File: src/rtl/fft_share_arbiter.sv
// Two-requester arbiter sharing one FFT core; a tag FIFO routes results back in issue order.
// Optional per-requester frame counters are enabled with macro FFT_ARB_STATS_EN.
module fft_share_arbiter #(
    parameter int NPOINT    = 2,
    parameter int WIDTH     = 16,
    parameter int TAG_DEPTH = 4,
    localparam int F        = WIDTH * (2 ** NPOINT)
) (
    input  logic         clk,
    input  logic         rst,
    input  logic         req0_valid,
    output logic         req0_busy,
    input  logic [F-1:0] req0_real,
    input  logic [F-1:0] req0_imag,
    input  logic         req1_valid,
    output logic         req1_busy,
    input  logic [F-1:0] req1_real,
    input  logic [F-1:0] req1_imag,
    output logic         fft_din_valid,
    input  logic         fft_din_busy,
    output logic [F-1:0] fft_din_real,
    output logic [F-1:0] fft_din_imag,
    input  logic         fft_dout_valid,
    output logic         fft_dout_busy,
    input  logic [F-1:0] fft_dout_real,
    input  logic [F-1:0] fft_dout_imag,
    output logic         rsp0_valid,
    input  logic         rsp0_busy,
    output logic [F-1:0] rsp0_real,
    output logic [F-1:0] rsp0_imag,
    output logic         rsp1_valid,
    input  logic         rsp1_busy,
    output logic [F-1:0] rsp1_real,
    output logic [F-1:0] rsp1_imag,
    output logic         err_orphan
`ifdef FFT_ARB_STATS_EN
    ,
    output logic [15:0]  stat_frames0,
    output logic [15:0]  stat_frames1
`endif
);
    localparam int AW = $clog2(TAG_DEPTH);
    localparam int CW = AW + 1;

    logic                 ptr_q, ptr_d;
    logic [TAG_DEPTH-1:0] tag_q, tag_d;
    logic [AW-1:0]        wr_q, wr_d, rd_q, rd_d;
    logic [CW-1:0]        cnt_q, cnt_d;
    logic                 err_q, err_d;
    logic                 gnt_s, push_s, pop_s, head_s, tag_full_s, tag_empty_s;

    assign err_orphan = err_q;

    // Grant, FFT input mux, result demux and the transfer strobes derived from them.
    always_comb begin
        tag_full_s    = (cnt_q == CW'(TAG_DEPTH));
        tag_empty_s   = (cnt_q == {CW{1'b0}});
        gnt_s         = (req0_valid & req1_valid) ? ptr_q : req1_valid;
        head_s        = tag_q[rd_q];
        fft_din_valid = (req0_valid | req1_valid) & ~tag_full_s;
        fft_din_real  = {F{1'b0}};
        fft_din_imag  = {F{1'b0}};
        fft_dout_busy = 1'b0;
        rsp0_valid    = 1'b0;
        rsp0_real     = {F{1'b0}};
        rsp0_imag     = {F{1'b0}};
        rsp1_valid    = 1'b0;
        rsp1_real     = {F{1'b0}};
        rsp1_imag     = {F{1'b0}};
        if (req0_valid | req1_valid) begin
            fft_din_real = gnt_s ? req1_real : req0_real;
            fft_din_imag = gnt_s ? req1_imag : req0_imag;
        end else begin
            fft_din_real = {F{1'b0}};
        end
        req0_busy = gnt_s ? 1'b1 : (fft_din_busy | tag_full_s);
        req1_busy = gnt_s ? (fft_din_busy | tag_full_s) : 1'b1;
        if (!tag_empty_s) begin
            if (head_s) begin
                rsp1_valid    = fft_dout_valid;
                rsp1_real     = fft_dout_real;
                rsp1_imag     = fft_dout_imag;
                fft_dout_busy = rsp1_busy;
            end else begin
                rsp0_valid    = fft_dout_valid;
                rsp0_real     = fft_dout_real;
                rsp0_imag     = fft_dout_imag;
                fft_dout_busy = rsp0_busy;
            end
        end else begin
            fft_dout_busy = 1'b0;
        end
        push_s = fft_din_valid & ~fft_din_busy;
        pop_s  = ~tag_empty_s & fft_dout_valid & ~fft_dout_busy;
    end

    // Next-state for priority pointer, tag FIFO and the orphan flag.
    always_comb begin
        ptr_d = ptr_q;
        tag_d = tag_q;
        wr_d  = wr_q;
        rd_d  = rd_q;
        cnt_d = cnt_q;
        err_d = err_q | (tag_empty_s & fft_dout_valid);
        if (push_s) begin
            ptr_d        = ~gnt_s;
            tag_d[wr_q]  = gnt_s;
            wr_d         = wr_q + AW'(1);
        end else begin
            wr_d = wr_q;
        end
        if (pop_s) begin
            rd_d = rd_q + AW'(1);
        end else begin
            rd_d = rd_q;
        end
        case ({push_s, pop_s})
            2'b10:   cnt_d = cnt_q + CW'(1);
            2'b01:   cnt_d = cnt_q - CW'(1);
            default: cnt_d = cnt_q;
        endcase
    end

    // State registers with synchronous reset.
    always_ff @(posedge clk) begin
        if (rst) begin
            ptr_q <= 1'b0;
            tag_q <= {TAG_DEPTH{1'b0}};
            wr_q  <= {AW{1'b0}};
            rd_q  <= {AW{1'b0}};
            cnt_q <= {CW{1'b0}};
            err_q <= 1'b0;
        end else begin
            ptr_q <= ptr_d;
            tag_q <= tag_d;
            wr_q  <= wr_d;
            rd_q  <= rd_d;
            cnt_q <= cnt_d;
            err_q <= err_d;
        end
    end

`ifdef FFT_ARB_STATS_EN
    logic [15:0] stat0_q, stat0_d, stat1_q, stat1_d;

    assign stat_frames0 = stat0_q;
    assign stat_frames1 = stat1_q;

    // Saturating per-requester accepted-frame counters.
    always_comb begin
        stat0_d = stat0_q;
        stat1_d = stat1_q;
        if (push_s && !gnt_s && stat0_q != 16'hFFFF) begin
            stat0_d = stat0_q + 16'd1;
        end else if (push_s && gnt_s && stat1_q != 16'hFFFF) begin
            stat1_d = stat1_q + 16'd1;
        end else begin
            stat0_d = stat0_q;
        end
    end

    // Counter registers.
    always_ff @(posedge clk) begin
        if (rst) begin
            stat0_q <= 16'd0;
            stat1_q <= 16'd0;
        end else begin
            stat0_q <= stat0_d;
            stat1_q <= stat1_d;
        end
    end
`endif

endmodule

File: config.mk
export PLATFORM = sky130hd
export DESIGN_NAME = fft_share_arbiter
export DESIGN_NICKNAME = d
export VERILOG_FILES = /design/src/rtl/fft_share_arbiter.sv
export SDC_FILE = /design/constraint.sdc
export NUM_CORES = 1
export LEC_CHECK = 0
export CORE_AREA = 5 5 303 305
export DETAILED_ROUTE_END_ITERATION = 10
export DIE_AREA = 0 0 308 310
export SYNTH_ARGS = -nofsm -noshare
export SYNTH_HDL_FRONTEND = slang
export SYNTH_SLANG_ARGS = --single-unit
export TNS_END_PERCENT = 100
File: constraint.sdc
create_clock -name clk -period 2.7 [get_ports clk]
set_input_delay 0.54 -clock clk [delete_from_list [all_inputs] [get_ports clk]]
set_output_delay 0.54 -clock clk [all_outputs]
set_load 0.01 [all_outputs]
Word level (Yosys, flattened, before mapping)
Cells that the tools add are included.
Widths: inputs -> output; s select.

storage, ports and cells
  register bits after elaboration = 13
  bits in latches = 0
  memory bits (writable) = 0
  ROM bits = 0
  bits of input ports = 392
  output and inout port bits = 391
  logic and storage cells = 60
  memories = 0

cells by class
  add/subtract/negate cells = 4
  multiply operators = 0
  div/mod/pow operators = 0
  order comparisons = 3
  eq/ne operators = 3
  shifts and indexed selects = 0
  muxes and demuxes = 27
  bitwise operators = 14
  reduce and logical (&&, ||, !) cells = 3

operators with widths
  operator             number
  $mux 64              12
  $mux 1               11
  $and 1x1->1          6
  $lt 2x3->1 const B   2
  $pmux 3 s2           1
  $not 1->1            5
  $add 2x1->2 const B  2
  $bwmux 4             1
  $add 3x1->3 const B  1
  $eq 3x3->1 const B   1
  $logic_not 3->1      1
  $or 1x1->1           3
  $sub 3x1->3 const B  1
  $bmux 1 s2           1
  $demux 1 s2          1
  $eq 2x1->1 const B   1
  $eq 2x2->1 const B   1
  $ge 2x1->1 const B   1
  $reduce_bool 2->1    1
  $logic_and 1x1->1    1

Logic depth before layout (Yosys ltp)
Gate-level depths: netlist of run 1.

  depth in word-level cells = 8
  gate-level depth with buffers = 10
  gate-level depth less buffers = 10

Worst setup path after synthesis of run 1
No wires, ideal clock.

  path type = register to register
  from = reg rd_q[1]
  to = reg cnt_q[2]
  setup time = 0.071 ns
  arrival = 2.491 ns
  required time = 2.629 ns
  slack = 0.138 ns
  cell stages (with the launch flop) = 11
  path buffers = 0
  clock period less this slack = 2.562 ns
  path through = dfxtp_1 mux2_2 mux2_4 mux2i_1 and3_1 ha_1 inv_1 fa_1 xor2_1 or3_1 a21oi_1

on the way
  cells in the longest elaborated chain, start to end = 8
  elaborated cells on any way between the ends = 10
  classes of those cells = eq/ne (2); mux (5); bitwise (2); reduce/logical (1)

RTL lines
  what                                             line  source
  from (decl)                                      47    logic [AW-1:0] wr_q, wr_d, rd_q, rd_d;
  from (signal assigned)                           130   rd_q <= {AW{1'b0}};
  from (signal assigned)                           137   rd_q <= rd_d;
  $bmux 1 s2 *                                     59    head_s = tag_q[rd_q];
  $mux 1 (not written as such) *                   59
  $mux 1 *                                         79    if (head_s) begin
  $mux 1 *                                         78    if (!tag_empty_s) begin
  $not 1->1 *                                      94    pop_s = ~tag_empty_s & fft_dout_valid & ~fft_dout_busy;
  $and 1x1->1 *                                    94
  named net pop_s                                  50    logic gnt_s, push_s, pop_s, head_s, tag_full_s, tag_empty_s;
  $eq 2x1->1 or $eq 2x2->1 (tied branches)         117   case ({push_s, pop_s})
  $pmux 3 s2 or $reduce_bool 2->1 (tied branches)  n/a
  to (signal assigned)                             131   cnt_q <= {CW{1'b0}};
  to (signal assigned)                             138   cnt_q <= cnt_d;
  to (decl)                                        48    logic [CW-1:0] cnt_q, cnt_d;

Mark *: on every way through the listed nets, which the timed path passes. The rest lies on a longest branch. The select of a mux whose other input is x is not followed.
A chain may end at the register's enable or synchronous reset.

Worst setup path after layout of run 1
Same ends and word-level chain as after synthesis.

==> results of run 1 <==
==> sequential cells by signal, indices dropped and copies added, names as in the netlist <==
register    cells
ptr_q           1
tag_q           4
err_orphan      1
wr_q            2
rd_q            2
cnt_q           3
==> layout make-up <==
type | instances | area, sq um | share of cell area (%)
well taps | 1176 | 1470 | 10.0
repair buffers | 874 | 9180 | 62.5
inverters | 9 | 33.8 | 0.230
diodes | 9 | 22.5 | 0.153
flip-flops and latches | 13 | 267 | 1.81
multi-input cells | 833 | 3640 | 24.8
clock buffers | 4 | 78.8 | 0.536
==> cell usage after synthesis (all sizes together) <==
master | number | area [sq um]
a2111oi | 1 | 27.5
or3 | 2 | 12.5
inv | 9 | 33.8
mux2 | 4 | 52.6
a31oi | 1 | 6.26
dfxtp | 13 | 260
a21bo | 4 | 40.0
nor2b | 1 | 6.26
o21a | 1 | 7.51
fa | 1 | 20.0
xnor2 | 1 | 8.76
a311oi | 1 | 8.76
nand2 | 387 | 1460
and3 | 1 | 6.26
mux2i | 4 | 40.0
buf | 56 | 360
nor3b | 1 | 7.51
nand3 | 132 | 661
a21oi | 8 | 40.0
nor2 | 270 | 1010
clkbuf | 32 | 120
nor3 | 3 | 15.0
o21ai | 2 | 10.0
ha | 5 | 62.6
xor2 | 2 | 17.5
==> routing by layer <==
| layer | GRT usage, % | up-vias | share of wire, % |
|---|---|---|---|
| li1 | - | 4518 | - |
| met2 | 26.1 | 578 | 48 |
| met4 | 0.942 | 46 | 1.3 |
| met1 | 16.3 | 4468 | 36 |
| met5 | 0 | - | 0.39 |
| met3 | 8.53 | 124 | 14 |
==> power groups by stage <==
stage,Clock [mW],Sequential [mW],Combinational [mW]
after CTS,0.285,0.244,4.35
after floorplan,0,0.232,1.53
after global routing,0.295,0.245,4.53
after global placement,0,0.236,4.46
final,0.278,0.243,4.20
after detailed placement,0,0.237,4.44
==> worst register-to-register path, cell delays in order (launching register included) <==
cell and delay [ns]:
dfxtp_4 0.36, mux2_4 0.32, mux2_8 0.35, buf_12 0.15
mux2i_4 0.18, and3_4 0.23, ha_4 0.13, inv_1 0.04
fa_2 0.33, xor2_1 0.15, or3_1 0.30, a21oi_1 0.12
==> metrics by stage <==
stage / setup slack (ns) / TNS, ns / instances
after floorplan: 0.138 / 0 / 942
after global placement: -0.228 / -19.22 / 2887
after detailed placement: -0.252 / -19.78 / 2887
after CTS: -0.0703 / -0.0965 / 2903
after global routing: -0.139 / -0.383 / 2910
final: -0.0445 / -0.0445 / 2918
==> worst paths after layout <==
path	end	cells past startpoint	slack (ns)
setup / recovery	cnt_q[2]	11	-0.04
hold / removal	err_orphan	2	0.51
setup reg to reg	cnt_q[2]	11	-0.04
hold reg to reg	err_orphan	2	0.51
==> cells by family after synthesis <==
family	synth area share, %
AO/OA/AOI/OAI	3.26
XOR/XNOR	0.612
adder cells (fa/ha/maj)	1.92
buffers and inverters	12.0
flip-flops	6.06
multiplexers	2.16
AND/OR/NAND/NOR	74.0
==> timing repair <==
| item | 4_1_cts | 5_1_grt |
|---|---|---|
| pin swaps | 3 | 1 |
| gates cloned | 5 | 3 |
| setup endpoints to repair | 340 | 123 |
| setup buffers | 7 | 3 |
| gates resized for setup | 296 | 199 |
==> impl_metrics.csv, run 1 <==
group,metric,value,unit
routing,detail-route-antenna-nets,0,
critical_path,crit_start,"rd_q[1]",
die,core_area,89000,sq um
timing,worst_hold_slack,0.513,ns
job,max_cap_viol_count,0,
clocking,cts_tree,"built",
timing,worst_pin_slew,0.695,ns
clocking,cts-root-buf,"clkbuf_16",
synth,syn_inst,942,
power_and_ir_drop,p_comb_share,89.0,%
final_layout,fillers,10300,
power_and_ir_drop,powerDensity,322,nW/um^2
placed_design,dp_hpwl,68.2,mm
die,num_rows,110,
routing,routed_wirelength,77.5,mm
outcome,violations,"setup timing",
critical_path,crit_type,"flip-flop to flip-flop",
min_path,min_from,"err_orphan",
timing,fmax,364,MHz
routing,drc,0,
global_routing,grt_pass1_vias,9343,
clocking,ctsHoldBuffers,0,
synth,ys_seq_area_share,6.06,%
routing,drt_pass1_iterations,6,
outcome,run_status,"complete, but fails checks",
critical_path,crit_path_top_delay_cell,"dfxtp_4",
synth,syn_nets,1340,
final_layout,nNetsFinal,2132,
timing,slew_headroom,53.5,%
power_and_ir_drop,sw_frac_of_total,49.8,%
final_layout,final_cell_mix,"clkdlybuf4s50_1 (411), nand2_1 (384), nor2_1 (262)",
die,ioPinCount,783,
clocking,ctsLongestPathBuffers,2,
timing,layout_min_cycle_time,2.74,ns
critical_path,critPathLaunchType,"flip-flop",
critical_path,critPathTopFamily,"multiplexers",
global_routing,grt_max_degree,96,
clocking,h-tree-depth,1,
critical_path,cpPeakStageDelay,0.36,ns
synth,postSynthAreaPerCell,4.56,sq um
timing,hold_viol,0,
power_and_ir_drop,power,4.73,mW
global_routing,grt-ovfl-total,0,
global_routing,grt_pass1_wl,94.1,mm
critical_path,critPathBufInv,2,
routing,routedWlPerCell,26.6,um
placed_design,placed_area,14300,sq um
die,die_height,310,um
routing,num_vias,9734,
timing,slew_violations,0,
power_and_ir_drop,seq_power_share,5.1,%
synth,ys_types,31,
routing,drt_iter0_drc,519,
clocking,cts.sinks,13,
clocking,clkTransAtPathRegs,0.04,ns
critical_path,critPathRequiredTime,2.86,ns
power_and_ir_drop,p_clk_share,5.9,%
critical_path,path_cells,"mux2_4, mux2_8, buf_12, mux2i_4, and3_4, ha_4, inv_1, fa_2, xor2_1, or3_1, a21oi_1",
die,die_x,308,um
placed_design,finalWeightedCongestion,0.855,
die,dieArea,95500,sq um
critical_path,end_kind,"flip-flop",
final_layout,final_common_cell,"clkdlybuf4s50_1",
critical_path,crit_fanout,4,
placed_design,io_buffers,782,
final_layout,area_growth,242,%
clocking,cts_buffers,3,
die,initial_core_util,4.82,%
final_layout,design_area,14700,sq um
timing,min_period_over_period,102,%
final_layout,final_core_util,16.5,%
timing,setup_ws,-0.0445,ns
min_path,worstHoldPathType,"flip-flop to flip-flop",
synth,netlist_area,4290,sq um
power_and_ir_drop,internal_power,2.37,mW
power_and_ir_drop,power_switching,2.35,mW
clocking,worstSkewPairLatency,0.24,ns
critical_path,timing.rr.start,"rd_q[1]",
timing,fin_skew,0.00132,ns
critical_path,cp.arrival,2.90,ns
global_routing,track_usage,14.8,%
final_layout,drive_above_1_share,14.8,%
global_routing,antenna_found_initial,53,
power_and_ir_drop,p_leak,8.09,nW
synth,ys_ff_latch,13,
power_and_ir_drop,peakVddDrop,0.000200,V
routing,vias_per_cell,3.34,
timing,rsz0062_at_grt,"true",
timing,setup_viol,1,
synth,ys.warnings.count,0,
Note: power is estimated with default switching activity, not from simulation.
==> run 2, diff against run 1 <==
--- a/config.mk
+++ b/config.mk
@@ -8,6 +8,7 @@
 export CORE_AREA = 5 5 303 305
 export DETAILED_ROUTE_END_ITERATION = 10
 export DIE_AREA = 0 0 308 310
+export REMOVE_ABC_BUFFERS = 1
 export SYNTH_ARGS = -nofsm -noshare
 export SYNTH_HDL_FRONTEND = slang
 export SYNTH_SLANG_ARGS = --single-unit
==> impl_metrics.csv, run 2 (synthesis results as in run 1) <==
group,metric,value,unit
outcome,run_status,"finished, final reports clean",
routing,num_vias,9291,
timing,hold_viol,0,
final_layout,nNetsFinal,2118,
placed_design,dp_hpwl,60.2,mm
power_and_ir_drop,power_switching,2.16,mW
critical_path,crit_path_top_delay_cell,"dfxtp_4",
critical_path,cpPeakStageDelay,0.37,ns
clocking,cts_buffers,3,
die,initial_core_util,4.82,%
critical_path,critPathTopFamily,"multiplexers",
clocking,ctsHoldBuffers,0,
die,die_height,310,um
placed_design,io_buffers,782,
critical_path,critPathBufInv,1,
die,ioPinCount,783,
power_and_ir_drop,power,4.40,mW
placed_design,finalWeightedCongestion,0.887,
final_layout,final_core_util,15.8,%
power_and_ir_drop,internal_power,2.24,mW
die,core_area,89000,sq um
clocking,cts_tree,"built",
global_routing,grt_pass1_wl,83.3,mm
clocking,clkTransAtPathRegs,0.07,ns
critical_path,critPathRequiredTime,2.90,ns
power_and_ir_drop,peakVddDrop,0.000245,V
clocking,cts.sinks,13,
timing,fin_skew,0.0250,ns
routing,drc,0,
final_layout,biggestRegsByFlops,"tag_q: 4 flops, cnt_q: 3 flops",
final_layout,area_growth,227,%
timing,fmax,374,MHz
global_routing,grt-ovfl-total,0,
die,die_x,308,um
final_layout,drive_above_1_share,11.7,%
global_routing,track_usage,12.8,%
timing,layout_min_cycle_time,2.68,ns
critical_path,crit_cells,10,
die,num_rows,110,
min_path,worstHoldPathType,"flip-flop to flip-flop",
final_layout,design_area,14100,sq um
critical_path,reg2reg_depth,10,
min_path,hold_depth,2,
routing,drt_iter0_drc,642,
job,max_cap_viol_count,0,
critical_path,cp.arrival,2.88,ns
power_and_ir_drop,powerDensity,313,nW/um^2
timing,min_period_over_period,99.1,%
clocking,h-tree-depth,1,
final_layout,final_cell_mix,"clkdlybuf4s50_1 (522), nand2_1 (386), nor2_1 (268)",
critical_path,crit_type,"flip-flop to flip-flop",
critical_path,path_cells,"mux2_4, mux2_4, mux2i_2, and3_4, ha_2, inv_1, fa_2, xor2_1, or3_1, a21oi_1",
routing,drt_pass1_iterations,4,
final_layout,regMostFlops,"tag_q",
timing,worst_pin_slew,0.465,ns
placed_design,pre_cts_ws,-0.297,ns
timing,setup_ws,0.0238,ns
clocking,cts-root-buf,"clkbuf_16",
routing,detail-route-antenna-nets,0,
routing,routedWlPerCell,22.9,um
final_layout,fin_cells,2907,
power_and_ir_drop,p_leak,6.70,nW
critical_path,critPathLaunchType,"flip-flop",
power_and_ir_drop,p_clk_share,7.3,%
timing,slew_headroom,68.9,%
power_and_ir_drop,sw_frac_of_total,49.0,%
critical_path,crit_fanout,3,
global_routing,antenna_found_initial,35,
timing,rsz0062_at_grt,"true",
global_routing,grt_pass1_vias,9246,
routing,routed_wirelength,66.4,mm
critical_path,crit_top_cell,"mux2_4",
final_layout,final_common_cell,"clkdlybuf4s50_1",
timing,slew_violations,0,
global_routing,grt_max_degree,52,
power_and_ir_drop,p_comb_share,87.4,%
final_layout,largest_register_ffs,4,
routing,vias_per_cell,3.20,
die,dieArea,95500,sq um
placed_design,dp.cells,2883,
clocking,ctsLongestPathBuffers,2,
placed_design,placed_area,14000,sq um
critical_path,end_kind,"flip-flop",
clocking,worstSkewPairLatency,0.27,ns
power_and_ir_drop,seq_power_share,5.3,%
timing,setup_viol,0,
## run 2: changes by cell type in the layout (fill, tap and decap cells not counted), moves of 10 or more
cell / change
clkdlybuf4s50_1: +111
dlymetal6s2s_1: -89
buf_4: +25
clkbuf_2: -21
buf_12: -19
clkdlybuf4s15_1: +12
buf_2: -10
## run 2: final cells by class
class / instances / area (sq um)
Multi-Input combinational cell: 832 / 3580
Antenna cell: 12 / 30.0
Tap cell: 1176 / 1470
Timing Repair Buffer: 861 / 8600
Sequential cell: 13 / 265
Clock buffer: 4 / 78.8
Inverter: 9 / 33.8
Fill cell: 10300 / 75000
## run 2: layer usage
layer,up-vias,global-route usage (%),wire (um)
li1,4500,-,-
met1,4183,15.1,26500
met2,532,23.2,33000
met3,64,4.51,6150
met4,12,1.36,697
met5,-,0,88
## run 2: worst min-delay path, stage by stage, from the launching register on
cell     delay [ns]
dfxtp_1        0.32
a21oi_1        0.04
nor2_1         0.07
## run 2: power groups by stage
stage | Sequential [mW] | Clock (mW) | Combinational (mW)
after floorplan | 0.232 | 0 | 1.45
after global placement | 0.235 | 0 | 4.18
after detailed placement | 0.237 | 0 | 4.18
after CTS | 0.232 | 0.332 | 3.90
after global routing | 0.238 | 0.342 | 4.15
final | 0.233 | 0.321 | 3.85
## run 2: what timing repair did
| item | CTS | global route |
|---|---|---|
| gates cloned | 2 | 0 |
| gates resized for setup | 184 | 96 |
| endpoints found under the setup margin | 338 | 94 |
| buffers inserted | 6 | 1 |
| pin swaps | 3 | 0 |
## run 2: final timing paths
path / from / endpoint / slack (ns)
hold reg to reg: err_orphan / err_orphan / 0.47
hold / removal: err_orphan / err_orphan / 0.47
setup / recovery: rd_q[1] / cnt_q[2] / 0.02
setup reg to reg: rd_q[1] / cnt_q[2] / 0.02
## run 2: stage by stage
stage,hold WS [ns],TNS (ns)
6_report,0.469,0
5_1_grt,0.531,-0.0629
4_1_cts,0.474,0
3_5_place_dp,0.461,-21.77
3_3_place_gp,0.451,-17.12
2_1_floorplan,0.467,-996.66
==> RTL change (settings of run 1) <==
Set the parameter `TAG_DEPTH` to 8 (it was 4).
--- a/src/rtl/fft_share_arbiter.sv
+++ b/src/rtl/fft_share_arbiter.sv
@@ -3,7 +3,7 @@
 module fft_share_arbiter #(
     parameter int NPOINT    = 2,
     parameter int WIDTH     = 16,
-    parameter int TAG_DEPTH = 4,
+    parameter int TAG_DEPTH = 8,
     localparam int F        = WIDTH * (2 ** NPOINT)
 ) (
     input  logic         clk,
Behaviour: same outputs for any inputs over 4 cycles, from zero or initial values and one cycle with rst high; that may be too few to reach the edited logic, so the function may still have changed.
==> RTL change against run 1 <==
  * The run still ends with negative setup slack left
  * Wire length up 1.1%
  * Register-to-register slack got worse by 0.20 ns
  * Sequential power increased by 42%
  * Worst setup slack worse by 0.29 ns
  * Clock power rose by 21%
  * Sequential cell count is 7 higher
  * Cell area rose by 8.0%
  * Non-clock buffer count increased by 30
  * Area after synthesis rose by 4.2%
  * Core utilization is 1.3 points higher
  * Final cell count increased by 1.9%
  * Total power increased by 21%
  * Critical path depth shrank 6
  * Clock skew up 0.0021 ns
==> RTL change: results (changes against run 1) <==
Logic synthesis
• 1.85% — Post-Synth Adder-Cell Area, -0.077 points
• sky130_fd_sc_hd__nand2_1 (33%), sky130_fd_sc_hd__nor2_1 (24%), sky130_fd_sc_hd__nand3_1 (15%), sky130_fd_sc_hd__dfxtp_1 (9.0%), sky130_fd_sc_hd__clkbuf_1 (5.0%) — leading cell types by total area after synthesis
• 3.50% — multiplexer share of the synthesized area, +1.3 points
• 1,375 — post-synth net total, +2.6%
• 2.13% — synthesized-area fraction occupied by ao, oa, aoi and oai cells, -1.1 points
• 8.95% — sequential-to-total area share from yosys stat, +2.9 points
• 1.17% — post-synthesis share of cell area spent on xor and xnor gates, +0.56 points
• 33.0% — area share of the largest cell type after synthesis, -0.77 points
• 0.00447 mm^2 — synthesized area, +4.2%
• 30 — count of different cell masters after synthesis, -3.2%
• sky130_fd_sc_hd__nand2_1 (393), sky130_fd_sc_hd__nor2_1 (281), sky130_fd_sc_hd__nand3_1 (136), sky130_fd_sc_hd__clkbuf_1 (60), sky130_fd_sc_hd__buf_2 (26) — Post-synth top cells

Critical path
• 13 — cell count of the worst reg-to-reg path, +2
• -0.24 ns — Reg2Reg Setup Slack, -0.20 ns
• rsp0_real[63] — Setup crit end
• cnt_q[3] — R2R Path End
• sky130_fd_sc_hd__mux4_2 — Crit-path slowest cell
• 23 — maximum fanout count along the critical path, +19
• 0.55 ns — Critical Path Max Stage Delay, +0.19 ns
• rd_q[0] — Critical R2R Launch
• flip-flop — type of origin of the critical path

Detailed routing
• 78,400 um — DRT Wirelength, +1.1%
• 3.37 — post-detailed-route via-to-cell ratio, +1.1%
• 5 — TritonRoute pass-1 iters, -1
• 530 — Iteration-0 DRC Markers, +2.1%

STA
• 179 — number of setup violations in the final report, +178
• 0.762 ns — pin slew with the least headroom to its limit, +0.0673 ns
• -0.330 ns — setup slack after layout, -0.285 ns
• 0.456 ns — worst hold slack, -0.0562 ns
• 0.00342 ns — worst clock skew, +0.00209 ns

Placed design
• 0.843 — RePlAce Congestion, -1.4%
• 0.0143 mm^2 — placed cell area, +0.30%
• 69,000 um — half-perimeter wire length after placement, +1.2%

Power and ir drop
• 2870 uW — internal power summed over all cells, +21%
• 371 uV — peak ir drop on the vdd network, +85%
• 0.00864 uW — static leakage power, +6.9%

Global route
• 94,800 um — first-pass GRT wire length, +0.78%
• 9,606 — vias in the first global route, +2.8%
• 14.9% — overall global routing resource usage, +0.081 points
• 43 — antenna violations before repair, -19%

Hold path
• tag_q[4] — Endpoint, Worst Hold
• tag_q[4] — critical hold path startpoint

Status
• negative setup slack — failing checks
• finished with violations — status

Layout
• 0 — number of diodes added for antenna fixing, -9
• tag_q (8), cnt_q (4) — largest registers ranked by flip-flop count
• 2,196 — Post-layout nets, +3.0%

-- RTL change: worst max-delay path: cells and delay by family, from the launching register on --
kind / cells / cell delay [ns]
muxes: 2 / 0.97
DFF: 1 / 0.36
buffers and inverters: 2 / 0.75
and+or+nand+nor: 1 / 0.11
-- RTL change: cells by family (layout without fill, tap and decap cells) --
logic type      count (synthesis)  after routing
mux                            13             13
flops                          20             20
buf+inv                        96            916
simple gates                  820            820
compound gates                 16             16
xor+xnor                        6              6
fa+ha+maj                       6              6
-- RTL change: final cells by class --
type	instances	area (um^2)
flip-flops and latches	20	404
inverters	8	30.0
multi-input cells	861	4290
fillers	10200	73200
well taps	1176	1470
clock buffers	4	88.8
repair buffers	904	9590
-- RTL change: what timing repair did --
action | 4_1_cts | 5_1_grt
gates resized for setup | 276 | 510
pin swaps | 2 | 64
setup endpoints to repair | 329 | 345
gates cloned | 7 | 8
buffers inserted | 13 | 19
-- RTL change: through the flow --
stage	instances	setup TNS [ns]	utilization (%)	setup slack (ns)
2_1_floorplan	977	0	-	0.0357
3_3_place_gp	2929	-33.18	16.1	-0.375
3_5_place_dp	2929	-35.72	16.1	-0.388
4_1_cts	2953	-50.84	16.6	-0.358
5_1_grt	2973	-36.01	17.8	-0.396
6_report	2973	-21.24	17.8	-0.330
-- RTL change: routing by layer --
layer | global-route usage (%) | wire length, um | vias to the layer above
met5 | 0 | 318 | -
met4 | 0.952 | 983 | 46
met3 | 5.56 | 7190 | 136
met2 | 28.0 | 40200 | 565
met1 | 16.8 | 29700 | 4588
li1 | - | - | 4694
-- RTL change: power groups by stage --
stage,Sequential [uW],Combinational [uW],Clock [uW]
after floorplan,349,1710,0
after global placement,350,4950,0
after CTS,345,5000,343
final,344,5040,335
after detailed placement,351,4950,0
after global routing,348,5400,357
